`src/rtl/result_drain_fsm.sv`:
```
// Result drain for mac_array: captures each lane's accumulator on its first valid_out, streams
// the words out over valid/ready, then pulses clear. Optional build macro: DRAIN_RELU_EN.
module result_drain_fsm #(
  parameter int ACC_W  = 16,
  parameter int N_MACS = 4
) (
  input  logic                    clk,
  input  logic                    rst,
  input  logic                    start,
  input  logic [N_MACS-1:0]       valid_in,
  input  logic signed [ACC_W-1:0] acc_in_0,
  input  logic signed [ACC_W-1:0] acc_in_1,
  input  logic signed [ACC_W-1:0] acc_in_2,
  input  logic signed [ACC_W-1:0] acc_in_3,
  output logic signed [ACC_W-1:0] out_data,
  output logic [1:0]              out_idx,
  output logic                    out_valid,
  input  logic                    out_ready,
  output logic                    out_last,
  output logic [N_MACS-1:0]       clear,
  output logic                    busy,
  output logic                    done
);

  typedef enum logic [1:0] {StIdle, StWait, StSend, StClr} state_e;

  state_e                  state_q, state_d;
  logic [N_MACS-1:0]       cap_mask_q, cap_mask_d;
  logic [1:0]              idx_q, idx_d;
  logic signed [ACC_W-1:0] cap_reg_q [N_MACS];
  logic signed [ACC_W-1:0] cap_reg_d [N_MACS];
  logic signed [ACC_W-1:0] acc_in [N_MACS];
  logic signed [ACC_W-1:0] sel_word;
  logic signed [ACC_W-1:0] drain_word;
  logic                    last_lane;

  assign acc_in[0] = acc_in_0;
  assign acc_in[1] = acc_in_1;
  assign acc_in[2] = acc_in_2;
  assign acc_in[3] = acc_in_3;

  assign sel_word  = cap_reg_q[idx_q];
  assign last_lane = (idx_q == 2'(N_MACS - 1));

`ifdef DRAIN_RELU_EN
  assign drain_word = (sel_word < 0) ? '0 : sel_word;
`else
  assign drain_word = sel_word;
`endif

  always_comb begin
    state_d    = state_q;
    cap_mask_d = cap_mask_q;
    idx_d      = idx_q;
    cap_reg_d  = cap_reg_q;
    unique case (state_q)
      StIdle: begin
        if (start) begin
          state_d    = StWait;
          cap_mask_d = '0;
          idx_d      = '0;
        end
      end
      StWait: begin
        // First capture per lane wins; later valids on a captured lane are dropped.
        for (int i = 0; i < N_MACS; i++) begin
          if (valid_in[i] && !cap_mask_q[i]) begin
            cap_reg_d[i]  = acc_in[i];
            cap_mask_d[i] = 1'b1;
          end
        end
        if (&(cap_mask_q | valid_in)) begin
          state_d = StSend;
          idx_d   = '0;
        end
      end
      StSend: begin
        if (out_ready) begin
          if (last_lane) state_d = StClr;
          else           idx_d   = idx_q + 2'd1;
        end
      end
      StClr:   state_d = StIdle;
      default: state_d = StIdle;
    endcase
  end

  always_ff @(posedge clk or posedge rst) begin
    if (rst) begin
      state_q    <= StIdle;
      cap_mask_q <= '0;
      idx_q      <= '0;
    end else begin
      state_q    <= state_d;
      cap_mask_q <= cap_mask_d;
      idx_q      <= idx_d;
    end
  end

  // Capture registers are only read after being written in the same round.
  always_ff @(posedge clk) begin
    cap_reg_q <= cap_reg_d;
  end

  always_comb begin
    out_valid = 1'b0;
    out_data  = '0;
    out_idx   = '0;
    out_last  = 1'b0;
    clear     = '0;
    busy      = 1'b1;
    done      = 1'b0;
    unique case (state_q)
      StIdle: busy = 1'b0;
      StWait: ;
      StSend: begin
        out_valid = 1'b1;
        out_idx   = idx_q;
        out_last  = last_lane;
        out_data  = drain_word;
      end
      StClr: begin
        clear = '1;
        done  = 1'b1;
      end
      default: busy = 1'b0;
    endcase
  end

endmodule

```
`config.mk`:
```
export PLATFORM = sky130hd
export DESIGN_NAME = result_drain_fsm
export DESIGN_NICKNAME = d
export VERILOG_FILES = /design/src/rtl/result_drain_fsm.sv
export SDC_FILE = /design/constraint.sdc
export NUM_CORES = 1
export LEC_CHECK = 0
export CAP_MARGIN = 20
export CORE_ASPECT_RATIO = 0.9
export CORE_UTILIZATION = 49
export DETAILED_ROUTE_END_ITERATION = 6
export HOLD_SLACK_MARGIN = 0.02
export MAX_ROUTING_LAYER = met4
export PLACE_DENSITY = 0.93
export SETUP_SLACK_MARGIN = 0.1
export SYNTH_ARGS = -nofsm -noshare
export SYNTH_HDL_FRONTEND = slang
export SYNTH_SLANG_ARGS = --single-unit
export TNS_END_PERCENT = 100
```
`constraint.sdc`:
```
create_clock -name clk -period 3.8 [get_ports clk]
set_clock_uncertainty 0.1 [all_clocks]
set_input_delay 1.14 -clock clk [delete_from_list [all_inputs] [get_ports clk]]
set_output_delay 1.14 -clock clk [all_outputs]
set_load 0.02 [all_outputs]
```
-- Yosys cells after proc, flatten, opt, wreduce, memory -nomap -nowiden
Index checks and enable logic that the tools add are counted.
- register bits: 72
- input bits: 72
- output and inout bits: 26
- add/sub/neg operators: 1
- magnitude comparators: 1
- equal/unequal tests: 13
- muxes and demuxes: 26
- bitwise operators: 2
- reduce and logical (&&, ||, !) cells: 22
- operators with widths (cell ; count):
    2-to-1 mux 16 bit ; 3
    binary-select mux 16 bit (select 2 bit) ; 1
    2-to-1 mux 2 bit ; 9
    inequality test 2 bit, second input constant ; 9
    AND reduction 3 bit ; 4
    2-to-1 mux 1 bit ; 8
    2-to-1 mux 4 bit ; 2
    case mux 2 bit (4 select lines) ; 1
    case mux 4 bit (2 select lines) ; 1
    AND reduction 2 bit ; 4
    AND reduction 4 bit ; 2
    == test 2 bit, second input constant ; 3
    case mux 2 bit (3 select lines) ; 1
    AND reduction 5 bit ; 1
    logical AND 1 bit ; 4
    zero test 1 bit ; 4
    bitwise OR 4 bit ; 1
    greater-or-equal comparator 3 bit, second input constant ; 1
    inverter 2 -> 3 bit ; 1
    nonzero test 3 bit ; 1
    adder 2 x 1 -> 2 bit, second input constant ; 1
    == test 2 x 1 -> 1 bit, second input constant ; 1
    zero test 2 bit ; 1
    nonzero test 2 bit ; 1

-- Longest topological paths before layout
Gate-level depths: netlist of the first run.
- word-level depth: 5
- mapped depth: 6
- gate-level depth less buffers: 5

-- Worst setup path after synthesis of the first run
Ideal clock, no wire load.
- path kind: register to output
- from: register state_q[0]
- to: output port out_data[0]
- data arrival time: 1338 ps
- data required time: 2560 ps
- slack: 1222 ps
- stages on the path, launching flop included: 5
- path buffers: 1
- cells stage by stage: dfrtp_1 > inv_1 > ha_1 > clkbuf_1 > and2_1
- word-level cells in the longest chain between the ends: 2
- ends and longest elaborated chain (element ; line ; text):
    start, declared ; 27 ; state_e state_q, state_d;
    start signal, assigned ; 90 ; state_q <= StIdle;
    start signal, assigned ; 94 ; state_q <= state_d;
    == test 2 bit ; 113 ; unique case (state_q)
    2-to-1 mux 16 bit ; 113 ;
    end, declared ; 15 ; output logic signed [ACC_W-1:0] out_data,
No other way between the ends.

-- Worst setup path after layout of the first run
- from: register idx_q[0]
- to: output port out_data[0]
- word-level cells in the longest chain between the ends: 5
- ends and longest elaborated chain (element ; line ; text):
    start, declared ; 29 ; logic [1:0] idx_q, idx_d;
    start signal, assigned ; 96 ; idx_q <= idx_d;
    inverter 2 -> 3 bit (not written as such) ; 42 ; assign sel_word = cap_reg_q[idx_q];
    binary-select mux 16 bit (select 2 bit) ; 42 ;
    2-to-1 mux 16 bit (not written as such) (2 in series) ; 42 ;
    2-to-1 mux 16 bit ; 113 ;
No other way between the ends. The select of a mux whose other input is x is not followed.

==> flow_summary.json, run 1 <==
{
  "slew_violations": 0,
  "clockPowerShare_pct": 21.3,
  "cts_buffer_depth": 2,
  "syn-num-nets": 244,
  "insertion_delay_ns": 0.34,
  "multi_input_area_sq_um": 797,
  "slew_headroom_pct": 56.8,
  "endpoint_kind": "output pin",
  "setup_viol": 0,
  "outcome": "finished with violations",
  "wire_per_inst_um": 18.6,
  "hp-start": "state_q[1]",
  "maxCapViolations": 0,
  "hp-class": "reg -> reg",
  "fin_area_sq_um": 4240,
  "ys_async_sr_fraction_pct": 11.1,
  "p_seq_share_pct": 39.8,
  "synth_top_area_share_pct": 63.8,
  "drtPass1Iterations": 7,
  "clk_pin_slew_ns": 0.08,
  "ys_types": 25,
  "violations": "DRC",
  "gr-total-overflow": 0,
  "worst_hold_path.endpoint": "state_q[1]",
  "routed_wl_um": 6430,
  "place_congestion": 0.773,
  "grt_pass1_wl_um": 10200,
  "critical_path_class": "reg -> out",
  "syn_to_final_growth_pct": 41.0,
  "syn_inst": 166,
  "htree_levels": 3,
  "nNetsFinal": 348,
  "crit_cells": 4,
  "drive_gt1_share_pct": 12.0,
  "start_kind": "flop",
  "die_h_um": 76.4,
  "power_leakage_nw": 1.51,
  "fmax_mhz": 285,
  "vias": 1835,
  "synthesis.area_sq_um": 3010,
  "r2r_end": "cap_reg_q[56]",
  "cp.arrival_ns": 2.27,
  "grt_pass1_vias": 2033,
  "crit_path_max_fanout": 13,
  "ant_nets": 0,
  "antennaDiodeCount": 0,
  "path_cells": "buf_4, mux4_1, and2_1, clkdlybuf4s50_1",
  "ys_ff_latch": 72,
  "dieArea_sq_um": 6460,
  "placed_cell_area_sq_um": 4050,
  "synthFlopType": "edfxtp_1",
  "netlist_top_cells_area": "edfxtp_1 (64%), mux4_1 (7.9%), dfrtp_1 (6.7%)",
  "grt.total_usage_pct": 22.6,
  "reg2reg_from": "state_q[1]",
  "period_share_pct": 92.4,
  "reg2reg_depth": 5,
  "finalCriticalPeriod_ns": 3.51,
  "drc": 3,
  "yosys.area.top_type": "edfxtp_1",
  "synth_edf_count": 64,
  "critPathBufInv": 2,
  "start_util_pct": 52.0,
  "path_delay_family": "buffers and inverters",
  "netlist_top_cells_count": "edfxtp_1 (64), and2_1 (19), a21oi_1 (9), mux4_1 (9)",
  "yosysMostFrequentCell": "edfxtp_1",
  "max_stage_delay_ns": 0.60,
  "hold_viol": 0,
  "worstMarginPinSlew_ns": 0.647,
  "antenna_found_initial": 0,
  "synth_warnings": 0,
  "grt_setup_unrepaired": "false",
  "tritoncts": "built",
  "worstHoldPathCells": 1,
  "p_int_mw": 1.88,
  "fin_tns_setup_ns": 0,
  "fp-row-count": 26,
  "grt_max_degree": 26,
  "r2r_slack_ns": 1.63,
  "syn_avg_cell_area_sq_um": 18.1,
  "fillers": 356,
  "first_iter_violations": 96,
  "cts_inserted_buffers": 9,
  "swShare_pct": 32.3,
  "cp.required_ns": 2.56,
  "core_sq_um": 5790,
  "clock-root-buffer": "clkbuf_8",
  "yosysSeqAreaShare_pct": 70.5,
  "cts.sinks": 72,
  "power_frac_comb_pct": 38.8,
  "place_hpwl_um": 4780,
  "die_x_um": 84.6,
  "ios": 98,
  "vdd_drop_max_mv": 0.355,
  "post_cts_buffers": 0,
  "cpMaxStageDelayCell": "mux4_1",
  "seq_area_sq_um": 2120,
  "p_per_area_nw_per_um2": 656,
  "viasPerCell": 5.32,
  "port_buffers": 97,
  "p_sw_mw": 0.900
}
==> power groups by stage <==
stage / Clock [mW] / Sequential [mW] / Combinational [mW]
floorplan: 0 / 1.10 / 0.692
global placement: 0 / 1.11 / 1.06
detailed placement: 0 / 1.13 / 1.09
CTS: 0.605 / 1.11 / 1.10
global route: 0.640 / 1.12 / 1.16
finish: 0.594 / 1.11 / 1.08
==> placed cells by master, fill, tap and decap left out, types with 2 or more instances in the layout <==
cell type         n
clkdlybuf4s50_1  97
mux4_2            7
and2_1           19
nor2_2            3
clkbuf_8          9
nand3_1           2
mux4_1            9
edfxtp_1         64
dfrtp_1           8
o22ai_1           2
nor2_1            5
a21oi_1           9
ha_1              5
nand2b_1          2
inv_6             2
buf_4             7
inv_1             5
nand2_1           7
==> sequential cells by signal, indices dropped and copies added (netlist names) <==
signal / count
cap_mask_q: 4
idx_q: 2
cap_reg_q: 64
state_q: 2
==> routing by layer <==
| metal | vias to the layer above | track usage (%) | share of wire (%) | routed length [um] |
|---|---|---|---|---|
| met5 | - | - | 0 | 0 |
| met4 | 0 | 8.98 | 1.9 | 119 |
| met3 | 11 | 7.80 | 7.7 | 496 |
| met2 | 93 | 38.6 | 54 | 3470 |
| met1 | 883 | 24.1 | 36 | 2350 |
| li1 | 848 | - | - | - |
==> how the worst max path moves through the flow <==
stage	from	endpoint
final	idx_q[0]	out_data[0]
after global routing	idx_q[0]	out_data[0]
after CTS	idx_q[0]	out_data[0]
after detailed placement	state_q[0]	out_data[9]
after global placement	state_q[0]	out_data[8]
after floorplan	state_q[0]	out_data[0]
==> layout make-up <==
type | instances | area share, %
clock buffers | 10 | 3.01
clock inverters | 6 | 1.59
inverters | 5 | 0.442
multi-input cells | 78 | 18.8
flip-flops and latches | 72 | 50.0
well taps | 70 | 2.06
repair buffers | 104 | 24.1
==> logic make-up after synthesis <==
kind of cell / Yosys count / synth area share [%]
fa+ha+maj: 6 / 2.49
simple gates: 40 / 7.11
mux: 19 / 14.2
flops: 72 / 70.5
buf+inv: 16 / 3.37
compound gates: 13 / 2.37
==> per-stage QoR <==
stage               setup slack, ns  utilization [%]  power, mW  hold WS (ns)  cells
floorplan                      1.22                -       1.79         0.414    166
global placement              0.538             69.9       2.17         0.429    329
detailed placement            0.446             69.9       2.21         0.460    329
CTS                           0.249             73.3       2.81         0.485    345
global route                  0.198             73.3       2.93         0.508    345
finish                        0.289             73.3       2.78         0.478    345
==> what timing repair did <==
action | 4_1_cts | 5_1_grt
hold buffers | 0 | 0
gates resized for setup | 1 | 0
endpoints found under the setup margin | 19 | 0
(Power assumes the default switching activity.)
==> run 2, diff against run 1 <==
--- a/config.mk
+++ b/config.mk
@@ -5,7 +5,6 @@
 export SDC_FILE = /design/constraint.sdc
 export NUM_CORES = 1
 export LEC_CHECK = 0
-export CAP_MARGIN = 20
 export CORE_ASPECT_RATIO = 0.9
 export CORE_UTILIZATION = 49
 export DETAILED_ROUTE_END_ITERATION = 6
==> results of run 2 <==
No change in the layout: final DEF, timing and power equal those of run 1.
